**src/rtl/hls_macc_obf_pkg.sv**
```systemverilog
// Shared constants for the key-locked vector MAC: one-hot state encoding, key-bit map, locked constants.
// STORED is what silicon holds; only STORED ^ GOLDEN_KEY recovers INTENDED.
package hls_macc_obf_pkg;

   typedef enum logic [3:0] {
      S_IDLE = 4'b0001,
      S_ACC  = 4'b0010,
      S_FIN  = 4'b0100,
      S_DONE = 4'b1000
   } state_e;

   localparam int ST_IDLE = 0;
   localparam int ST_ACC  = 1;
   localparam int ST_FIN  = 2;
   localparam int ST_DONE = 3;

   // Key-bit positions of the locked constants
   localparam int KB_ST    = 0;
   localparam int KB_DONE  = 4;
   localparam int KB_READY = 5;
   localparam int KB_VLD   = 6;
   localparam int KB_IDLE  = 7;
   localparam int KB_SEL   = 8;
   localparam int KB_CLR   = 9;
   localparam int KB_OFF   = 10;

   localparam int LOCK_W = 64;

   // State compares and drive values all 1, both polarities 0, OFFSET = 16
   localparam logic [LOCK_W-1:0] INTENDED   = 64'h0000_0000_0000_40FF;
   localparam logic [LOCK_W-1:0] GOLDEN_KEY = 64'hA5C3_9E17_5B2D_E4F1;
   localparam logic [LOCK_W-1:0] STORED     = INTENDED ^ GOLDEN_KEY;

endpackage

```
**src/rtl/hls_macc_obf_vec_if.sv**
```systemverilog
// ap_ctrl_hs control, operand bus and result for the key-locked vector MAC.
// master drives start/operands/key, slave returns handshake pulses and result.
interface hls_macc_obf_vec_if #(
   parameter int DATA_W  = 32,
   parameter int N_LANES = 4,
   parameter int ACC_W   = 68,
   parameter int KEY_W   = 64
);
   logic                      ap_start;
   logic                      ap_done;
   logic                      ap_idle;
   logic                      ap_ready;
   logic                      acc_clear;
   logic [N_LANES*DATA_W-1:0] a_flat;
   logic [N_LANES*DATA_W-1:0] b_flat;
   logic [DATA_W-1:0]         bias;
   logic [DATA_W-1:0]         cmp_a;
   logic [DATA_W-1:0]         cmp_b;
   logic [ACC_W-1:0]          result;
   logic                      result_ap_vld;
   logic [KEY_W-1:0]          locking_key;

   modport master (
      output ap_start, acc_clear, a_flat, b_flat, bias, cmp_a, cmp_b, locking_key,
      input  ap_done, ap_idle, ap_ready, result, result_ap_vld
   );

   modport slave (
      input  ap_start, acc_clear, a_flat, b_flat, bias, cmp_a, cmp_b, locking_key,
      output ap_done, ap_idle, ap_ready, result, result_ap_vld
   );
endinterface

```
**src/rtl/hls_macc_obf_lane.sv**
```systemverilog
// Time-shared MAC slice: registered signed multiply whose product is added to the running sum.
// Product lands one cycle after its operands; i_en low flushes the product register to zero.
module hls_macc_obf_lane #(
   parameter int DATA_W = 32,
   parameter int ACC_W  = 68
) (
   input  logic                     i_clk,
   input  logic                     i_rst_n,
   input  logic                     i_en,
   input  logic signed [DATA_W-1:0] i_a,
   input  logic signed [DATA_W-1:0] i_b,
   input  logic signed [ACC_W-1:0]  i_acc,
   output logic signed [ACC_W-1:0]  o_sum
);
   logic signed [2*DATA_W-1:0] r_prod;

   always_ff @(posedge i_clk) begin
      if (!i_rst_n) begin
         r_prod <= '0;
      end else if (i_en) begin
         r_prod <= (2*DATA_W)'(i_a) * (2*DATA_W)'(i_b);
      end else begin
         r_prod <= '0;
      end
   end

   assign o_sum = i_acc + ACC_W'(r_prod);

endmodule

```
**src/rtl/hls_macc_obf_vec.sv**
```systemverilog
// Key-locked vector dot product + bias/select, ap_ctrl_hs; start->done N_LANES+2 cycles, 1 IDLE cycle between runs.
// No backpressure: ap_start is only sampled in IDLE and the result is held until the next FIN.
module hls_macc_obf_vec
   import hls_macc_obf_pkg::*;
#(
   parameter int DATA_W  = 32,
   parameter int N_LANES = 4,
   parameter int ACC_W   = 68,
   parameter int KEY_W   = 64
) (
   input  logic               i_ap_clk,
   input  logic               i_ap_rst_n,
   hls_macc_obf_vec_if.slave  s_bus
);
   localparam int IDX_W = (N_LANES > 1) ? $clog2(N_LANES) : 1;
   localparam logic [IDX_W-1:0] LAST_IDX = IDX_W'(N_LANES - 1);
   localparam logic [KEY_W-1:0] STORED_K = KEY_W'(STORED);

   state_e                    r_state;
   logic [IDX_W-1:0]          r_idx;
   logic signed [ACC_W-1:0]   r_acc;
   logic signed [ACC_W-1:0]   r_result;
   logic [N_LANES*DATA_W-1:0] r_a;
   logic [N_LANES*DATA_W-1:0] r_b;
   logic signed [DATA_W-1:0]  r_bias;
   logic signed [DATA_W-1:0]  r_cmp_a;
   logic signed [DATA_W-1:0]  r_cmp_b;
   logic                      r_done;
   logic                      r_ready;
   logic                      r_vld;

   logic [KEY_W-1:0]          w_k;
   logic                      w_in_idle;
   logic                      w_in_acc;
   logic                      w_in_fin;
   logic                      w_in_done;
   logic                      w_clr;
   logic                      w_sel;
   logic signed [DATA_W-1:0]  w_off;
   logic signed [DATA_W-1:0]  w_op_a;
   logic signed [DATA_W-1:0]  w_op_b;
   logic signed [ACC_W-1:0]   w_sum;
   logic signed [ACC_W-1:0]   w_fin;

   // A wrong key silently corrupts every decoded constant below
   assign w_k = STORED_K ^ s_bus.locking_key;

   if (KEY_W > KB_OFF + DATA_W) begin : g_spare_key
      wire w_unused_key_hi = ^w_k[KEY_W-1:KB_OFF+DATA_W];
   end

   assign w_in_idle = (r_state[ST_IDLE] == w_k[KB_ST+ST_IDLE]);
   assign w_in_acc  = (r_state[ST_ACC]  == w_k[KB_ST+ST_ACC]);
   assign w_in_fin  = (r_state[ST_FIN]  == w_k[KB_ST+ST_FIN]);
   assign w_in_done = (r_state[ST_DONE] == w_k[KB_ST+ST_DONE]);

   assign w_clr  = s_bus.acc_clear ^ w_k[KB_CLR];
   assign w_sel  = (r_cmp_a < r_cmp_b) ^ w_k[KB_SEL];
   assign w_off  = w_k[KB_OFF +: DATA_W];
   assign w_op_a = r_a[r_idx*DATA_W +: DATA_W];
   assign w_op_b = r_b[r_idx*DATA_W +: DATA_W];

   hls_macc_obf_lane #(
      .DATA_W (DATA_W),
      .ACC_W  (ACC_W)
   ) u_lane (
      .i_clk   (i_ap_clk),
      .i_rst_n (i_ap_rst_n),
      .i_en    (w_in_acc),
      .i_a     (w_op_a),
      .i_b     (w_op_b),
      .i_acc   (r_acc),
      .o_sum   (w_sum)
   );

   // In FIN w_sum already folds in the last lane's product
   assign w_fin = w_sel ? (w_sum + ACC_W'(r_bias) + ACC_W'(w_off))
                        : (w_sum - ACC_W'(r_bias));

   always_ff @(posedge i_ap_clk) begin
      if (!i_ap_rst_n) begin
         r_state  <= S_IDLE;
         r_idx    <= '0;
         r_acc    <= '0;
         r_result <= '0;
         r_a      <= '0;
         r_b      <= '0;
         r_bias   <= '0;
         r_cmp_a  <= '0;
         r_cmp_b  <= '0;
         r_done   <= 1'b0;
         r_ready  <= 1'b0;
         r_vld    <= 1'b0;
      end else begin
         r_done  <= 1'b0;
         r_ready <= 1'b0;
         r_vld   <= 1'b0;
         if (w_in_idle) begin
            if (s_bus.ap_start) begin
               r_a     <= s_bus.a_flat;
               r_b     <= s_bus.b_flat;
               r_bias  <= s_bus.bias;
               r_cmp_a <= s_bus.cmp_a;
               r_cmp_b <= s_bus.cmp_b;
               r_idx   <= '0;
               if (w_clr) begin
                  r_acc <= '0;
               end
               r_state <= S_ACC;
            end
         end else if (w_in_acc) begin
            r_acc <= w_sum;
            r_idx <= r_idx + 1'b1;
            if (r_idx == LAST_IDX) begin
               r_state <= S_FIN;
            end
         end else if (w_in_fin) begin
            r_acc    <= w_sum;
            r_result <= w_fin;
            r_done   <= w_k[KB_DONE];
            r_ready  <= w_k[KB_READY];
            r_vld    <= w_k[KB_VLD];
            r_state  <= S_DONE;
         end else begin
            // DONE, or an undecodable state under a wrong key
            r_state <= S_IDLE;
         end
      end
   end

   assign s_bus.ap_done       = r_done;
   assign s_bus.ap_ready      = r_ready;
   assign s_bus.result_ap_vld = r_vld;
   assign s_bus.result        = r_result;
   assign s_bus.ap_idle       = w_in_idle & ~s_bus.ap_start & w_k[KB_IDLE];

endmodule
```
**src/flat_wrapper.sv**
```systemverilog
// flat-port wrapper written by rule: the top's interface ports become plain ports
module hls_macc_obf_vec_flat import hls_macc_obf_pkg::*;
#(
   parameter int DATA_W  = 32,
   parameter int N_LANES = 4,
   parameter int ACC_W   = 68,
   parameter int KEY_W   = 64
)
  (i_ap_clk, i_ap_rst_n, s_bus_ap_start, s_bus_acc_clear, s_bus_a_flat, s_bus_b_flat, s_bus_bias, s_bus_cmp_a, s_bus_cmp_b, s_bus_locking_key, s_bus_ap_done, s_bus_ap_idle, s_bus_ap_ready, s_bus_result, s_bus_result_ap_vld);
  hls_macc_obf_vec_if #(.DATA_W(DATA_W), .N_LANES(N_LANES), .ACC_W(ACC_W), .KEY_W(KEY_W)) s_bus_i ();
  input  logic i_ap_clk;
  input  logic i_ap_rst_n;
  input wire logic [$bits(s_bus_i.ap_start)-1:0] s_bus_ap_start;
  input wire logic [$bits(s_bus_i.acc_clear)-1:0] s_bus_acc_clear;
  input wire logic [$bits(s_bus_i.a_flat)-1:0] s_bus_a_flat;
  input wire logic [$bits(s_bus_i.b_flat)-1:0] s_bus_b_flat;
  input wire logic [$bits(s_bus_i.bias)-1:0] s_bus_bias;
  input wire logic [$bits(s_bus_i.cmp_a)-1:0] s_bus_cmp_a;
  input wire logic [$bits(s_bus_i.cmp_b)-1:0] s_bus_cmp_b;
  input wire logic [$bits(s_bus_i.locking_key)-1:0] s_bus_locking_key;
  output wire logic [$bits(s_bus_i.ap_done)-1:0] s_bus_ap_done;
  output wire logic [$bits(s_bus_i.ap_idle)-1:0] s_bus_ap_idle;
  output wire logic [$bits(s_bus_i.ap_ready)-1:0] s_bus_ap_ready;
  output wire logic [$bits(s_bus_i.result)-1:0] s_bus_result;
  output wire logic [$bits(s_bus_i.result_ap_vld)-1:0] s_bus_result_ap_vld;
  assign s_bus_i.ap_start = s_bus_ap_start;
  assign s_bus_i.acc_clear = s_bus_acc_clear;
  assign s_bus_i.a_flat = s_bus_a_flat;
  assign s_bus_i.b_flat = s_bus_b_flat;
  assign s_bus_i.bias = s_bus_bias;
  assign s_bus_i.cmp_a = s_bus_cmp_a;
  assign s_bus_i.cmp_b = s_bus_cmp_b;
  assign s_bus_i.locking_key = s_bus_locking_key;
  assign s_bus_ap_done = s_bus_i.ap_done;
  assign s_bus_ap_idle = s_bus_i.ap_idle;
  assign s_bus_ap_ready = s_bus_i.ap_ready;
  assign s_bus_result = s_bus_i.result;
  assign s_bus_result_ap_vld = s_bus_i.result_ap_vld;
  hls_macc_obf_vec #(.DATA_W(DATA_W), .N_LANES(N_LANES), .ACC_W(ACC_W), .KEY_W(KEY_W)) u_core (.i_ap_clk(i_ap_clk), .i_ap_rst_n(i_ap_rst_n), .s_bus(s_bus_i));
endmodule
```
**config.mk**
```make
export PLATFORM = sky130hd
export DESIGN_NAME = hls_macc_obf_vec_flat
export DESIGN_NICKNAME = d
export VERILOG_FILES = /design/src/rtl/hls_macc_obf_pkg.sv /design/src/rtl/hls_macc_obf_vec_if.sv /design/src/rtl/hls_macc_obf_lane.sv /design/src/rtl/hls_macc_obf_vec.sv /design/src/flat_wrapper.sv
export SDC_FILE = /design/constraint.sdc
export NUM_CORES = 2
export LEC_CHECK = 0
export CAP_MARGIN = 10
export CORE_MARGIN = 10
export CORE_UTILIZATION = 56
export DETAILED_ROUTE_END_ITERATION = 10
export PLACE_DENSITY = 0.87
export REMOVE_ABC_BUFFERS = 1
export SLEW_MARGIN = 5
export SYNTH_ARGS = -nofsm -noshare
export SYNTH_HDL_FRONTEND = slang
export SYNTH_SLANG_ARGS = --single-unit
```
**constraint.sdc**
```tcl
create_clock -name i_ap_clk -period 8.43 [get_ports i_ap_clk]
set_input_delay 1.686 -clock i_ap_clk [delete_from_list [all_inputs] [get_ports i_ap_clk]]
set_output_delay 1.686 -clock i_ap_clk [all_outputs]
set_load 0.02 [all_outputs]
```
==> impl_metrics.tcl <==
set metrics [dict create \
    run_status "finished with violations" \
    violations "setup timing" \
    wl_per_cell_microns 20.78 \
    fmax_ghz 0.1165 \
    p_per_area_mw_per_mm2 248.4 \
    hold-worst-slack_ns 0.4490 \
    total_placed_cells_including_tap_cells 10701 \
    synth.ff_latch_count 560 \
    detailedRoute.firstIterationViolations 5178 \
    design.core.area_sq_mm 0.1241 \
    synth_largest_area_cell "sky130_fd_sc_hd__fa_1" \
    crit_path_max_fanout 8 \
    route.detailed.drc 0 \
    fin_worst_skew_ns 0.05482 \
    root_buffer "sky130_fd_sc_hd__clkbuf_16" \
    critPathLaunchType "flip-flop" \
    final_worst_setup_slack_ns -0.1560 \
    timing.reg2reg.worst_path_depth 34 \
    routed-wl-met3_mm 23.07 \
    synth.top_cell.area_share_pct 32.87 \
    hold_viol 0 \
    vias_per_cell 5.726 \
    maxcap_viol_count 0 \
    final_cell_area_sq_mm 0.08514 \
    synth_edf_count 0 \
    yosysMostFrequentCell "sky130_fd_sc_hd__nand2_1" \
    max_slew.worst_pin.slew_ns 1.148 \
    final-setup-viol-count 9 \
    max_stage_delay_ns 0.58 \
    cts-buffers-inserted 67 \
    layout-area-overhead-vs-synth_pct 21.33 \
    die_height_microns 374.0 \
    port-buffer-count 468 \
    grt_start_max_net_pins 177 \
    fp.dieW_microns 374.0 \
    min_path_cells 2 \
    drive_gt1_share_pct 11.95 \
    worst_ir_drop_vdd_mv 0.2159 \
    yosysUniqueCellTypes 89 \
    slew_violations 0 \
    setup_tns_ns -0.4286 \
    n_fill_cell 9509 \
    placement_row_count 129 \
    antenna_violations_before_repair 3 \
    cellLeakagePower_nw 39.20 \
    cpMaxStageDelayCell "sky130_fd_sc_hd__fa_1" \
    slew_headroom_pct 23.44 \
    grt_first_pass_wirelength_mm 352.5 \
    grt_pass1_vias 64543 \
    place_congestion 1.021 \
    finish.net_count 11200 \
    critical_path.most_common_cell "sky130_fd_sc_hd__fa_1" \
    groute.usage.overall_pct 31.54 \
    clock_latency_ns 0.70 \
    synth_top_cells_by_count "sky130_fd_sc_hd__nand2_1, sky130_fd_sc_hd__inv_1, sky130_fd_sc_hd__fa_1" \
    post-route-min-period_ns 8.586 \
    synth_async_reset_ratio_pct 0 \
    syn_area_per_cell_sq_um 8.314 \
    finalNonFillerCells 10898 \
    dpl-instance-area_sq_mm 0.08075 \
    yosysWarnings 0 \
    post_synth_main_area_contributors "sky130_fd_sc_hd__fa_1, sky130_fd_sc_hd__dfxtp_1, sky130_fd_sc_hd__nand2_1" \
    drt-total-wl_mm 226.4 \
    grt.overflow.total 0 \
    first_pass_iters 8 \
    clk_transition_reported_paths_ns 0.06 \
    highest_layer "met5" \
    io_pins 492 \
    synth.yosys.seq_area_share_pct 15.98 \
    synthesis.area_sq_mm 0.07017 \
    detailroute.via_count 62406 \
    total_routed_wire_length_on_the_met1_layer_mm 89.27 \
    synthFlopType "sky130_fd_sc_hd__dfxtp_1" \
    max-clock-path-buffers 3 \
    rsz_0062_raised_after_global_routing "yes" \
    synthesis.instances 8439 \
    period_share_pct 101.9 \
    initial_utilization_pct 56.53 \
    cp_data_required_time_ns 8.97 \
    clock-sinks 560 \
    ant_nets 0 \
    cp-end-kind "flip-flop" \
    fp.dieArea_sq_mm 0.1399 \
    htree_levels 3 \
    worstSetupPathType "reg -> reg" \
    regArea_sq_mm 0.01122 \
    met2RoutedLength_mm 102.9 \
    critical_path_arrival_ns 9.12 \
    cts_tree "built" \
    worst_hold_path_type "reg -> reg" \
    detailed_place_hpwl_mm 182.8 \
    multi_input_area_sq_mm 0.05372 \
]
repair_timing:
| item | in CTS | in global routing |
|---|---|---|
| hold buffers | 0 | 0 |
| buffers inserted | 45 | 32 |
| gates cloned | 4 | 0 |
| endpoints found under the setup margin | 19 | 33 |
| gates resized for setup | 137 | 209 |
| endpoints found under the hold margin | 0 | 0 |
| pin swaps | 49 | 95 |
layout by cell type, fill, tap and decap left out, drive strengths merged, types with 95 or more instances in the layout:
cell type      netlist  layout
a21oi              709     709
clkdlybuf4s50        0     467
buf                 32     667
o21ai              236     236
nand2             1530    1530
inv               1253    1258
xor2                95      95
nor2               755     755
xnor2              164     164
fa                1152    1152
ha                 416     416
dfxtp              560     560
a21o               170     170
final timing paths:
| path | startpoint | endpoint | slack (ns) |
|---|---|---|---|
| min | u_core.s_bus.result[2] | u_core.s_bus.result[2] | 0.45 |
| min reg2reg | u_core.s_bus.result[2] | u_core.s_bus.result[2] | 0.45 |
| max | u_core.r_idx[0] | u_core.u_lane.r_prod[63] | -0.16 |
| max reg2reg | u_core.r_idx[0] | u_core.u_lane.r_prod[63] | -0.16 |
cell families after synthesis:
group                      share of synthesized area [%]
and+or+nand+nor                                    15.37
DFF                                                15.98
AOI/OAI and AO/OA                                  14.01
xor gates and xnor gates                           3.233
adders and majority gates                          40.29
muxes                                              2.060
buffers and inverters                              9.059
power by group:
group	switching (mW)	leakage, nW	internal (mW)
clock	1.29	1.11	1.75
combinational	8.76	33.5	6.16
sequential	0.201	4.57	2.98
final cells by class:
cell class	instances	share of cell area [%]
Antenna cell	1	0.002939
Clock buffer	92	2.209
Clock inverter	25	0.4938
Inverter	1254	5.544
Multi-Input combinational cell	6194	63.10
Sequential cell	560	13.18
Tap cell	1637	2.406
Timing Repair Buffer	1135	13.07
worst max-delay path: cells and delay by family, from the launching register on:
family                     cells  cell delay [ns]
AOI/OAI and AO/OA              9             1.53
adders and majority gates      9             4.41
buffers and inverters         11             1.39
DFF                            1             0.44
muxes                          1             0.38
and+or+nand+nor                4             0.30
state kept, by name (all words and copies together) (netlist names):
name and cells:
u_core.r_state 3, u_core.s_bus.ap_done 1, u_core.r_bias 32, u_core.s_bus.result_ap_vld 1
u_core.u_lane.r_prod 64, u_core.r_acc 68, u_core.r_cmp_b 32, u_core.r_idx 2
u_core.r_cmp_a 32, u_core.s_bus.ap_ready 1, u_core.s_bus.result 68, u_core.r_b 128
u_core.r_a 128
per-stage QoR:
stage / worst slack, ns / util [%] / power (mW)
after global routing: -0.3876 / 68.59 / 22.71
after detailed placement: -0.2900 / 65.06 / 17.19
after CTS: -0.01325 / 67.75 / 20.52
after floorplan: -3.763 / - / 12.67
final: -0.1560 / 68.59 / 21.15
after global placement: -0.1383 / 65.06 / 16.86
routing by layer:
layer  vias to the layer above  global-route usage (%)
met3                       609                   7.751
li1                      28352                       -
met5                         -                       0
met4                         4                   13.36
met2                      3078                   51.39
met1                     30363                   39.87
No activity file was read; power rests on OpenSTA's default activity.
